[config.mk]
export PLATFORM = sky130hd
export DESIGN_NAME = id_ex_reg
export DESIGN_NICKNAME = d
export VERILOG_FILES = /design/src/rtl/id_ex_reg.sv
export SDC_FILE = /design/constraint.sdc
export NUM_CORES = 1
export LEC_CHECK = 0
export ABC_AREA = 1
export BUFFER_PORTS_ARGS = -buffer_cell sky130_fd_sc_hd__buf_2
export CAP_MARGIN = 20
export CORE_AREA = 2 2 228 230
export CTS_BUF_LIST = sky130_fd_sc_hd__clkbuf_8
export DETAILED_ROUTE_END_ITERATION = 16
export DIE_AREA = 0 0 230 232
export SYNTH_ARGS = -nofsm -noshare
export SYNTH_HDL_FRONTEND = slang
export SYNTH_SLANG_ARGS = --single-unit
[constraint.sdc]
create_clock -name clk -period 13.4 [get_ports clk]
set_input_delay 0.67 -clock clk [delete_from_list [all_inputs] [get_ports clk]]
set_output_delay 0.67 -clock clk [all_outputs]
set_load 0.01 [all_outputs]
[src/rtl/id_ex_reg.sv]
// ID/EX pipeline register for the 5-stage LEGv8 core. It captures the decoder's controls and operands for EX.
// Latency: 1 cycle from ID to EX. A load-use bubble costs exactly 1 cycle.
// Backpressure: 'stall' is combinational and holds PC and IF/ID while a bubble is inserted. 'flush' squashes the decode slot.
// Ports: clk/reset (async, active-high); id_* decode-stage controls, register indices and operands; flush (branch taken);
//        stall (hold upstream stages); ex_* registered controls, indices and operands; bubble_count (saturating load-use bubble count).
module id_ex_reg #(
  parameter int WIDTH    = 64,
  parameter int CNT_W    = 16,
  parameter int ZERO_REG = 31
) (
  input  logic             clk,
  input  logic             reset,
  input  logic             id_valid,
  input  logic             id_flagenable,
  input  logic             id_memtoreg,
  input  logic             id_memread,
  input  logic             id_memwrite,
  input  logic             id_alusrc,
  input  logic             id_regwrite,
  input  logic [2:0]       id_aluop,
  input  logic [4:0]       id_rd,
  input  logic [4:0]       id_rn,
  input  logic [4:0]       id_rb,
  input  logic             id_rb_used,
  input  logic [WIDTH-1:0] id_data1,
  input  logic [WIDTH-1:0] id_data2,
  input  logic [WIDTH-1:0] id_imm,
  input  logic [WIDTH-1:0] id_pc,
  input  logic             flush,
  output logic             stall,
  output logic             ex_valid,
  output logic             ex_flagenable,
  output logic             ex_memtoreg,
  output logic             ex_memread,
  output logic             ex_memwrite,
  output logic             ex_alusrc,
  output logic             ex_regwrite,
  output logic [2:0]       ex_aluop,
  output logic [4:0]       ex_rd,
  output logic [4:0]       ex_rn,
  output logic [4:0]       ex_rb,
  output logic [WIDTH-1:0] ex_data1,
  output logic [WIDTH-1:0] ex_data2,
  output logic [WIDTH-1:0] ex_imm,
  output logic [WIDTH-1:0] ex_pc,
  output logic [CNT_W-1:0] bubble_count
);

  localparam logic [4:0]       ZR      = 5'(ZERO_REG);
  localparam logic [CNT_W-1:0] CNT_MAX = '1;

  typedef struct packed {
    logic             valid;
    logic             flagenable;
    logic             memtoreg;
    logic             memread;
    logic             memwrite;
    logic             alusrc;
    logic             regwrite;
    logic [2:0]       aluop;
    logic [4:0]       rd;
    logic [4:0]       rn;
    logic [4:0]       rb;
    logic [WIDTH-1:0] data1;
    logic [WIDTH-1:0] data2;
    logic [WIDTH-1:0] imm;
    logic [WIDTH-1:0] pc;
  } ex_t;

  ex_t              ex_q;
  ex_t              ex_d;
  logic [CNT_W-1:0] cnt_q;
  logic [CNT_W-1:0] cnt_d;
  logic             hazard;

  // A load in EX whose destination is read by the real instruction in decode.
  // XZR never carries a value, so it cannot be a hazard source.
  always_comb begin
    hazard = ex_q.valid & ex_q.memread & (ex_q.rd != ZR) & id_valid &
             ((ex_q.rd == id_rn) | (id_rb_used & (ex_q.rd == id_rb)));
  end

  // A flush discards the decode instruction, so there is nothing to hold.
  assign stall = hazard & ~flush;

  always_comb begin
    ex_d  = '0;
    cnt_d = cnt_q;
    if (flush) begin
      ex_d = '0;
    end else if (hazard) begin
      ex_d = '0;
      if (cnt_q != CNT_MAX) begin
        cnt_d = cnt_q + CNT_W'(1);
      end
    end else begin
      ex_d.valid      = id_valid;
      // Side-effecting controls are also killed locally for an empty slot.
      ex_d.flagenable = id_flagenable & id_valid;
      ex_d.memtoreg   = id_memtoreg;
      ex_d.memread    = id_memread;
      ex_d.memwrite   = id_memwrite & id_valid;
      ex_d.alusrc     = id_alusrc;
      ex_d.regwrite   = id_regwrite & id_valid;
      ex_d.aluop      = id_aluop;
      ex_d.rd         = id_rd;
      ex_d.rn         = id_rn;
      ex_d.rb         = id_rb;
      ex_d.data1      = id_data1;
      ex_d.data2      = id_data2;
      ex_d.imm        = id_imm;
      ex_d.pc         = id_pc;
    end
  end

  always_ff @(posedge clk or posedge reset) begin
    if (reset) begin
      ex_q  <= '0;
      cnt_q <= '0;
    end else begin
      ex_q  <= ex_d;
      cnt_q <= cnt_d;
    end
  end

  assign ex_valid      = ex_q.valid;
  assign ex_flagenable = ex_q.flagenable;
  assign ex_memtoreg   = ex_q.memtoreg;
  assign ex_memread    = ex_q.memread;
  assign ex_memwrite   = ex_q.memwrite;
  assign ex_alusrc     = ex_q.alusrc;
  assign ex_regwrite   = ex_q.regwrite;
  assign ex_aluop      = ex_q.aluop;
  assign ex_rd         = ex_q.rd;
  assign ex_rn         = ex_q.rn;
  assign ex_rb         = ex_q.rb;
  assign ex_data1      = ex_q.data1;
  assign ex_data2      = ex_q.data2;
  assign ex_imm        = ex_q.imm;
  assign ex_pc         = ex_q.pc;
  assign bubble_count  = cnt_q;

endmodule
# ---- Word level (Yosys, flattened, before mapping)
# Cells that the tools add are included.
dict set report totals {
  ff_bits 297
  latchBits 0
  ram_bits 0
  rom_bits 0
  inputBits 285
  out_inout_bits 298
  elab_cells 35
  mem_count 0
}
dict set report classes {
  addsub 1
  n_mul 0
  div 0
  magnitude_cmp 0
  eq_ne 4
  shift 0
  n_mux 2
  bitwise_logic 11
  reduce_logical 1
}
# op count
set ops {}
lappend ops {{$mux W281} 2}
lappend ops {{$add A16 B1 Y16 const B} 1}
lappend ops {{$ne A16 B16 Y1 const B} 1}
lappend ops {{$eq A5 B5 Y1} 2}
lappend ops {{$and A1 B1 Y1} 9}
lappend ops {{$ne A5 B5 Y1 const B} 1}
lappend ops {{$reduce_and A3 Y1} 1}
lappend ops {{$not A1 Y1} 1}
lappend ops {{$or A1 B1 Y1} 1}

# ---- Logic depth before layout (Yosys ltp)
dict set report logic_depth {
  word_depth 6
  mapped_depth 11
}

# ---- Worst setup path after synthesis
# OpenSTA, ideal clock, no wires.
dict set report synth_timing {
  path_type {input -> output}
  start {input id_rb[1]}
  end {output stall}
  t_arrival_ps 1297
  required_time_ps 12730
  path_slack_ps 11433
  cell_stages 8
  path_buffers 0
  cell_sequence {inv_1 -> nand2_1 -> nand2_1 -> nor2_1 -> nand3_1 -> nand2_2 -> nand3_1 -> inv_1}
}
dict set report synth_via {
  elab_chain_cells 5
}
# item line_no
set synth_lines {}
lappend synth_lines {{from (decl)} 23} ;# input logic [4:0] id_rb,
lappend synth_lines {{$eq A5 B5 Y1} 80} ;# ((ex_q.rd == id_rn) | (id_rb_used & (ex_q.rd == id_rb)));
lappend synth_lines {{$and A1 B1 Y1} 80}
lappend synth_lines {{$or A1 B1 Y1} 80}
lappend synth_lines {{$and A1 B1 Y1} 79} ;# hazard = ex_q.valid & ex_q.memread & (ex_q.rd != ZR) & id_valid &
lappend synth_lines {{$and A1 B1 Y1} 84} ;# assign stall = hazard & ~flush;
lappend synth_lines {{to (decl)} 30} ;# output logic stall,
# Every way passes these cells.

==> flow_metrics.tcl <==
set metrics [dict create \
    route.detailed.drc 0 \
    path_clk_slew_ns 0.06 \
    die_area_um2 53360 \
    path_class "reg2reg" \
    gp_congestion 0.8848 \
    drtIter0Drc 313 \
    syn-instance-count 1056 \
    setup_viol 0 \
    cp.required_ns 13.84 \
    yosysMostFrequentCell "dfrtp_1" \
    initial_core_util_pct 20.70 \
    grt_setup_unrepaired "false" \
    final.period_utilization_pct 20.36 \
    grt_pass1_wl_mm 48.29 \
    final_max_slew_viol_count 0 \
    worstPathCellList "inv_2 -> nand2_1 -> nand2_1 -> nor2_1 -> nand3_1 -> nand2_2 -> nand2_2 -> nand2_8 -> buf_4 -> nor2_1" \
    pre_cts_ws_ns 10.34 \
    status "finished clean" \
    ant_nets 0 \
    worstHoldPathType "in2async" \
    grtUsageTotal_pct 11.57 \
    postCtsSetupBuffers 0 \
    multi_input_area_um2 1769 \
    avgSynthCellArea_um2 9.976 \
    async_flop_share_pct 100.0 \
    io_pins 583 \
    antenna_found_initial 5 \
    fin_skew_ns 0.01563 \
    wl_met3_mm 3.140 \
    fin_setup_tns_ns 0 \
    synthTopCellsByArea "dfrtp_1, inv_1, nor2_1, nand2_1, buf_4" \
    clk_latency_ns 0.60 \
    routed-via-count 8665 \
    wl_met1_mm 12.29 \
    power_density_nw_per_um2 134.8 \
    grt_max_degree 109 \
    peakVddDrop_mv 0.06173 \
    nets 1952 \
    grt_pass1_vias 8955 \
    synth_edf_count 0 \
    synth_ff_type "dfrtp_1" \
    ys_seq_area_share_pct 70.55 \
    fin_cells 2385 \
    power_leakage_nw 9.533 \
    max_freq_mhz 366.4 \
    core_um2 50890 \
    hold_violations 0 \
    routed.top_layer "met5" \
    cp_top_family "simple AND/OR/NAND/NOR gates" \
    yosysWarnings 0 \
    numPortBuffers 582 \
    dp_hpwl_mm 24.33 \
    yosysUniqueCellTypes 18 \
    timing.critical_path.slowest_stage_cell "buf_4" \
    period_minus_slack_ns 2.729 \
    cts_sinks 297 \
    synth_top_area_share_pct 70.55 \
    row_count 83 \
    clk_path_buf_depth 3 \
    chipHeight_um 232 \
    cp_num_buf_inv 2 \
    grt_overflow 0 \
    ff_latch_area_um2 7432 \
    cts-htree-levels 2 \
    drv_cap 0 \
    slowest_delay_ns 0.77 \
    via_per_inst 3.633 \
    syn_nets 1342 \
    post_drt_wl_per_cell_um 13.59 \
    syn-cell-area_um2 10540 \
    hold_buffers 0 \
    yosysTopAreaCell "dfrtp_1" \
    path_max_fanout 106 \
    ys_ff_latch 297 \
    cp-end-kind "flip-flop" \
    cp-start-kind "flip-flop" \
    cts_root_buffer "clkbuf_8" \
    arrival_ns 3.17 \
    setup_slack_ns 10.67 \
    placed_cells 2291 \
    area_growth_pct 45.19 \
    wl_mm 32.41 \
    slew_headroom_pct 39.81 \
    tritoncts "done" \
    cts_buffers 53 \
    synth_common_cells "dfrtp_1, inv_1, nor2_1" \
    die_x_um 230 \
    wl_met2_mm 16.22 \
    cts_resized 0 \
    worst_pin_slew_ns 0.9029 \
    fillers 5394 \
    drive_above_1_share_pct 39.75 \
    first_pass_iters 6 \
]
[layer usage]
layer	vias up	GRT usage, %
met2	400	20.15
met4	6	4.052
met3	57	4.433
li1	4133	-
met1	4069	12.88
met5	-	0
[final timing paths]
path / startpoint / end / slack (ns) / depth (start not counted)
min in group clk: flush / ex_memwrite$_DFF_PP0_ / 0.27 / 2
min reg2reg: bubble_count[13]$_DFFE_PP0P_ / bubble_count[13]$_DFFE_PP0P_ / 0.54 / 2
max reg2reg: ex_rd[2]$_DFF_PP0_ / ex_imm[42]$_DFF_PP0_ / 10.67 / 10
max in group asynchronous: reset / ex_data1[46]$_DFF_PP0_ / 11.18 / 4
min: reset / ex_imm[4]$_DFF_PP0_ / 0.20 / 2
max: ex_rd[2]$_DFF_PP0_ / ex_imm[42]$_DFF_PP0_ / 10.67 / 10
[cell families after synthesis]
kind of cell | count (synthesis) | share of synthesized area, %
adders and majority gates | 1 | 0.1187
buffers and inverters | 331 | 12.79
xor gates and xnor gates | 15 | 1.247
and+or+nand+nor | 412 | 15.30
DFF | 297 | 70.55
[cells in the final DEF (no fill, tap or decap), drive strengths merged]
| master | count |
|---|---|
| clkinv | 6 |
| xnor2 | 5 |
| clkinvlp | 1 |
| clkbuf | 67 |
| dfrtp | 297 |
| bufinv | 5 |
| nor2 | 296 |
| xor2 | 10 |
| diode | 2 |
| nand3 | 14 |
| buf | 587 |
| inv | 312 |
| nor3 | 5 |
| nand3b | 2 |
| nand2 | 91 |
| ha | 1 |
| nand4 | 4 |
[power breakdown]
part | switching [mW] | leakage [nW] | internal [mW]
Combinational | 0.115 | 5.04 | 0.0778
Sequential | 0.0143 | 3.85 | 0.941
Clock | 0.373 | 0.645 | 0.542
Total | 0.502 | 9.53 | 1.56
[cell type report]
type | instances | share of cell area, %
Inverter | 299 | 7.386
Tap cell | 680 | 5.562
Clock inverter | 25 | 1.546
Timing Repair Buffer | 587 | 19.29
Antenna cell | 2 | 0.03272
Multi-Input combinational cell | 428 | 11.57
Clock buffer | 67 | 6.029
Sequential cell | 297 | 48.59
[through the flow]
stage | instance area [um2] | hold WS (ns) | utilization, % | total power, mW
6_report | 15300 | 0.1974 | 30.06 | 2.062
5_1_grt | 15290 | 0.1910 | 30.05 | 2.168
3_5_place_dp | 14130 | 0.5311 | 27.77 | 1.168
2_1_floorplan | 10540 | 0.5506 | - | 1.058
4_1_cts | 15290 | 0.1715 | 30.05 | 2.108
3_3_place_gp | 14130 | 0.5105 | 27.77 | 1.165
[flip-flops by register name, summed over array words and instances (netlist names)]
name           cells
ex_memtoreg        1
ex_flagenable      1
ex_alusrc          1
ex_data2          64
ex_data1          64
ex_memread         1
ex_aluop           3
ex_rd              5
ex_rb              5
ex_valid           1
ex_regwrite        1
ex_rn              5
ex_memwrite        1
bubble_count      16
ex_imm            64
ex_pc             64
Power figures use the tool's default switching activity.
